[config.mk]
export PLATFORM = sky130hd
export DESIGN_NAME = trng_word_serializer
export DESIGN_NICKNAME = d
export VERILOG_FILES = /design/src/rtl/trng_word_serializer.sv
export SDC_FILE = /design/constraint.sdc
export NUM_CORES = 1
export LEC_CHECK = 0
export BUFFER_PORTS_ARGS = -buffer_cell sky130_fd_sc_hd__buf_2
export CORE_AREA = 2 2 84 86
export CTS_BUF_LIST = sky130_fd_sc_hd__clkbuf_16
export CTS_CLUSTER_SIZE = 25
export DETAILED_ROUTE_END_ITERATION = 7
export DIE_AREA = 0 0 86 88
export SLEW_MARGIN = 20
export SYNTH_ARGS = -nofsm -noshare
export SYNTH_HDL_FRONTEND = slang
export SYNTH_SLANG_ARGS = --single-unit
export TNS_END_PERCENT = 1
[constraint.sdc]
create_clock -name clk -period 2.6 [get_ports clk]
set_input_delay 0.52 -clock clk [delete_from_list [all_inputs] [get_ports clk]]
set_output_delay 0.52 -clock clk [all_outputs]
set_load 0.01 [all_outputs]
[src/rtl/trng_word_serializer.sv]
// trng_word_serializer: parallel-in, serial-out converter for replaying TRNG
// words as a raw bit stream (loopback self-test or debug pin).
//
// Ports:
//   clk           system clock, rising edge
//   rst_i         asynchronous active-high reset
//   word_i        parallel word to serialize
//   word_valid_i  word_i is valid
//   word_ready_o  word is accepted this cycle (combinational from state, shift_en_i)
//   shift_en_i    bit strobe: consume current bit, present the next
//   bit_o         current serial bit (straight from the holding register)
//   bit_valid_o   bit_o holds a valid bit
//   last_bit_o    bit_o is the final bit of the current word
//   busy_o        a word is loaded and not yet fully emitted
//   word_cnt_o    number of fully emitted words, wraps modulo 2^CNT_W
module trng_word_serializer #(
  parameter int unsigned NBITS     = 32,
  parameter bit          MSB_FIRST = 1'b1,
  parameter int unsigned CNT_W     = 16
) (
  input  logic             clk,
  input  logic             rst_i,
  input  logic [NBITS-1:0] word_i,
  input  logic             word_valid_i,
  output logic             word_ready_o,
  input  logic             shift_en_i,
  output logic             bit_o,
  output logic             bit_valid_o,
  output logic             last_bit_o,
  output logic             busy_o,
  output logic [CNT_W-1:0] word_cnt_o
);

  localparam int unsigned BCNT_W = $clog2(NBITS + 1);

  typedef enum logic {
    ST_IDLE  = 1'b0,
    ST_SHIFT = 1'b1
  } state_e;

  state_e            state;
  logic [NBITS-1:0]  hold_q;
  logic [NBITS-1:0]  hold_shifted;
  logic [BCNT_W-1:0] bit_cnt_q;
  logic [CNT_W-1:0]  word_cnt_q;
  logic              last_q;
  logic              armed_q;
  logic              word_done;
  logic              accept;

  // Next holding-register value: move toward the output end, zero-fill.
  always_comb begin
    hold_shifted = '0;
    if (MSB_FIRST) begin
      hold_shifted = {hold_q[NBITS-2:0], 1'b0};
    end else begin
      hold_shifted = {1'b0, hold_q[NBITS-1:1]};
    end
  end

  // armed_q keeps ready low through reset and until the first edge after it.
  assign word_done    = (state == ST_SHIFT) && last_q && shift_en_i;
  assign word_ready_o = ((state == ST_IDLE) && armed_q) || word_done;
  assign accept       = word_valid_i && word_ready_o;

  // Serializer FSM, holding register, bit and word counters.
  always_ff @(posedge clk or posedge rst_i) begin
    if (rst_i) begin
      state      <= ST_IDLE;
      hold_q     <= '0;
      bit_cnt_q  <= '0;
      word_cnt_q <= '0;
      last_q     <= 1'b0;
      armed_q    <= 1'b0;
    end else begin
      armed_q <= 1'b1;
      if (word_done) begin
        word_cnt_q <= word_cnt_q + CNT_W'(1);
      end
      if (accept) begin
        // Covers both the IDLE load and the zero-bubble reload on completion.
        state     <= ST_SHIFT;
        hold_q    <= word_i;
        bit_cnt_q <= BCNT_W'(NBITS);
        last_q    <= 1'b0;
      end else if ((state == ST_SHIFT) && shift_en_i) begin
        hold_q    <= hold_shifted;
        bit_cnt_q <= bit_cnt_q - BCNT_W'(1);
        last_q    <= (bit_cnt_q == BCNT_W'(2));
        if (last_q) begin
          state <= ST_IDLE;
        end
      end
    end
  end

  assign bit_o       = MSB_FIRST ? hold_q[NBITS-1] : hold_q[0];
  assign bit_valid_o = (state == ST_SHIFT);
  assign busy_o      = (state == ST_SHIFT);
  assign last_bit_o  = last_q;
  assign word_cnt_o  = word_cnt_q;

endmodule

# Word level (Yosys, flattened, before mapping)
# Index checks and enable logic that the tools add are counted.
[classes]
reduce_logical = 9
eq_ne = 1
add_sub_neg = 2
muxes = 9
bitwise = 1
[ops]
columns = ["operator", "count"]
rows = [
  ["$mux 32", 2],
  ["$add 16x1->16 const B", 1],
  ["$mux 6", 2],
  ["$eq 6x2->1 const B", 1],
  ["$sub 6x1->6 const B", 1],
  ["$logic_and 1x1->1", 5],
  ["$mux 1", 5],
  ["$reduce_bool 2->1", 2],
  ["$reduce_and 2->1", 1],
  ["$logic_or 1x1->1", 1],
  ["$not 1->1", 1],
]
[word_totals]
in_bits = 36
regBits = 57
output_inout_bits = 21

# Logic depth before layout (Yosys ltp)
[depth]
word_depth = 6
depth_mapped = 6
depth_no_buf = 5

# Least setup slack after synthesis
# OpenSTA, ideal clock, no wires.
[synth_path]
path_kind = "input -> register"
start = "input port shift_en_i"
end = "register hold_q[1]"
t_arrival_ns = 1.291
t_required_ns = 2.470
slack_ns = 1.180
n_path_buf = 2
cell_stages = 5
cell_sequence = "and3_1 > o21ai_1 > buf_4 > buf_2 > a31oi_1"
[synth_via]
elab_chain_cells = 4
word_cells_on_any_way = 6
cone_classes = "1 x mux; 5 x reduce/logical"
[synth_lines]
columns = ["item", "line", "text"]
rows = [
  ["start, declared", "26", "input logic shift_en_i,"],
  ["$logic_and 1x1->1", "62", "assign word_done = (state == ST_SHIFT) && last_q && shift_en_i;"],
  ["$logic_or 1x1->1", "63", "assign word_ready_o = ((state == ST_IDLE) && armed_q) || word_done;"],
  ["$logic_and 1x1->1", "64", "assign accept = word_valid_i && word_ready_o;"],
  ["$mux 32 / $reduce_bool 2->1 (equally long branches)", "n/a", ""],
  ["end signal, assigned", "83", "hold_q <= word_i;"],
  ["end signal, assigned", "87", "hold_q <= hold_shifted;"],
  ["end, declared", "42", "logic [NBITS-1:0] hold_q;"],
]
# Parallel ways exist; a longest one is shown, timed or not.
# A chain may end at the register's enable or synchronous reset.

# Worst setup path after layout
[layout_path]
start = "register state (netlist: bit_valid_o)"
end = "output port word_ready_o"
[layout_via]
elab_chain_cells = 3
word_cells_on_any_way = 5
cone_classes = "1 x bitwise; 4 x reduce/logical"
[layout_lines]
columns = ["item", "line", "text"]
rows = [
  ["start, declared", "41", "state_e state;"],
  ["start signal, assigned", "69", "state <= ST_IDLE;"],
  ["start signal, assigned", "82", "state <= ST_SHIFT;"],
  ["start signal, assigned", "91", "state <= ST_IDLE;"],
  ["$logic_and 1x1->1 / $not 1->1 (equally long branches)", "62, 63", ""],
  ["$logic_and 1x1->1, on equally long branches", "62, 63", ""],
  ["$logic_or 1x1->1 (*)", "63", ""],
  ["end, declared", "25", "output logic word_ready_o,"],
]
# Every way passes the cells marked *; elsewhere a longest branch is shown, timed or not.

==> metrics.yaml <==
run_status:
  status: "finished, final reports clean"
logic_synthesis:
  synth_top_area_share_pct: 55.1
  syn_inst: 280
  synth.cell_area_um2: 2590
  synth_cell_types: 29
  synth_top_cell_by_area: "dfrtp_1"
  seq_area_frac_synth_pct: 55.1
  synth.avg_cell_area_um2: 9.25
  synthesis.nets: 319
  synth-edff-count: 0
  synth_warnings: 0
  synth_area_leaders: "dfrtp_1, nand2_1, a31oi_1, nor2_1, xnor2_1"
  synth_flop_cell: "dfrtp_1"
  synth_commonest_cells: "nand2_1, dfrtp_1, nor2_1"
  ys_ff_latch: 57
  async_flop_share_pct: 100
  synth.most_common_cell: "nand2_1"
final_layout:
  syn_to_final_growth_pct: 25.5
  antenna-diode-count: 0
  fin_cells: 420
  num-nets-final: 374
  drive_gt1_share_pct: 25.0
grt:
  met2_usage_pct: 22.2
  grt_pass1_vias: 1917
  grt_pass1_wl_mm: 9.03
  grtUsageTotal_pct: 15.2
  gr-usage-met1_pct: 21.1
  use_met3_pct: 3.39
  antenna_found_initial: 0
  grt_start_max_net_pins: 67
  grt_overflow_total: 0
  top_usage_layer: "met2"
floorplanning:
  core-area_um2: 6640
  start_util_pct: 39.0
  dieHeight_um: 88
  fp.dieW_um: 86
  num_io_pins: 57
  placementRows: 30
  dieArea_um2: 7570
pwr:
  swShare_pct: 30.2
  p_sw_mw: 1.02
  finalPower_mw: 3.38
  comb_power_share_pct: 22.6
  p_per_area_nw_per_um2: 1040
  irDropWorstVdd_v: 0.000369
  internal_power_mw: 2.36
  power_leakage_nw: 1.60
  power.share.sequential_pct: 40.9
  pwr-share-clk_pct: 36.5
worst_setup_path:
  cp.arrival_ns: 1.36
  path_class: "reg -> out"
  required_ns: 2.08
  startpoint: "bit_valid_o"
  startpoint_type: "register"
  rrSetupSlack_ns: 0.85
  worstReg2RegEnd: "hold_q[4]"
  cp-endpoint: "word_ready_o"
  end_kind: "output port"
  worstReg2RegStart: "bit_valid_o"
  reg2reg_depth: 5
  cp_max_fo: 9
detailed_routing:
  wl_mm: 5.37
  firstDrtPassIters: 4
  vias: 2034
  post_drt_via_cell_ratio: 4.84
  dr.first_iter.drc_count: 129
  antenna_left: 0
  post-route-drc-count: 0
  wl_per_cell_um: 12.8
timing:
  fin_crit_ns: 1.88
  maxSlewViolCount: 0
  worst_pin_slew_ns: 0.730
  setup_ws_ns: 0.724
  tns_ns: 0
  period_share_pct: 72.2
  fmax_mhz: 533
  rsz0062_at_grt: "false"
  slew_headroom_pct: 51.3
  hold_viol_final: 0
  finalClockSkew_ns: 0.00251
  setup_viol: 0
clock_network:
  cts_sinks: 57
  clk_pin_slew_ns: 0.05
  htreeDepth: 3
  cts_resized: 0
  cts_setup_buffers: 0
  root_buffer: "clkbuf_16"
  cts_buffers: 9
  cts_tree: "done"
  clkLatencyLatePin_ns: 0.32
  cts_hold_buf: 0
  cts_buffer_depth: 2
place:
  post-place-ws_ns: 0.658
  hpwl_mm: 3.42
  placed_cells: 404
  place_congestion: 0.763
  portBuffers: 56
min_path:
  hp-class: "in -> async"
run:
  cap_violations: 0
## power groups by stage
stage          combinational [mW]  clock [mW]  sequential, mW
6_report                    0.763        1.23            1.38
3_3_place_gp                0.751           0            1.39
5_1_grt                     0.882        1.28            1.42
3_5_place_dp                0.777           0            1.39
4_1_cts                     0.781        1.25            1.38
2_1_floorplan               0.585           0            1.36
## through the flow
stage,utilization (%),instance area [um2],hold slack (ns)
after floorplan,-,2590,0.475
after global placement,44.3,2940,0.459
after detailed placement,44.3,2940,0.465
after CTS,48.9,3250,0.430
after global routing,48.9,3250,0.462
final,48.9,3250,0.400
## state kept, by name, indices dropped and copies added (netlist names)
register and count:
hold_q 32, word_cnt_o 16, bit_cnt_q 6, armed_q 1
bit_valid_o 1, last_bit_o 1
## worst max-delay path, cell delays in order (launching register included)
cell      delay (ns)
dfrtp_1         0.46
nor2b_1         0.27
nand2b_1        0.16
buf_2           0.13
## kinds of logic (layout without fill, tap and decap cells)
| family | count (synthesis) | count (layout) | synth area share (%) |
|---|---|---|---|
| adder cells (fa/ha/maj) | 3 | 3 | 1.45 |
| other | 1 | 1 | 0.145 |
| flip-flops | 57 | 57 | 55.1 |
| XOR/XNOR | 20 | 20 | 7.05 |
| AO/OA/AOI/OAI | 35 | 35 | 8.36 |
| multiplexers | 1 | 1 | 0.435 |
| buffers and inverters | 21 | 81 | 3.96 |
| AND/OR/NAND/NOR | 142 | 142 | 23.5 |
## area by class of cell
type                       instances  area [um2]
clock buffer                       9         225
multi-input combinational        202        1070
clock inverter                     7        85.1
timing repair buffer              60         323
fill                             629        3390
sequential                        57        1430
inverter                           5        18.8
tap                               80         100
## placed cells by master (no fill, tap or decap), types with 2 or more instances in the layout
cell       Yosys  final
xnor2_1       15     15
nand2_1       76     76
buf_2          7     56
bufinv_16      0      2
nand3_1        8      8
nand4_1        5      5
nor2_1        40     40
ha_1           3      3
buf_4          4      3
xor2_1         4      4
inv_1          5      4
dfrtp_1       57     57
clkbuf_16      0      9
and2_1         4      4
a31oi_1       31     31
clkinv_2       0      5
## layer usage
metal	share of wire, %	routed length, um
met5	0	0
met4	2.3	126
met3	4.7	254
met2	43	2310
met1	50	2670
## worst min-delay path by stage
stage / to / slack, ns / depth (start not counted)
floorplan: hold_q[0] / 0.48 / 2
global placement: word_cnt_o[15] / 0.46 / 1
detailed placement: word_cnt_o[15] / 0.47 / 1
CTS: word_cnt_o[15] / 0.43 / 3
global route: word_cnt_o[9] / 0.46 / 3
finish: word_cnt_o[11] / 0.40 / 3
(Power assumes the default switching activity.)
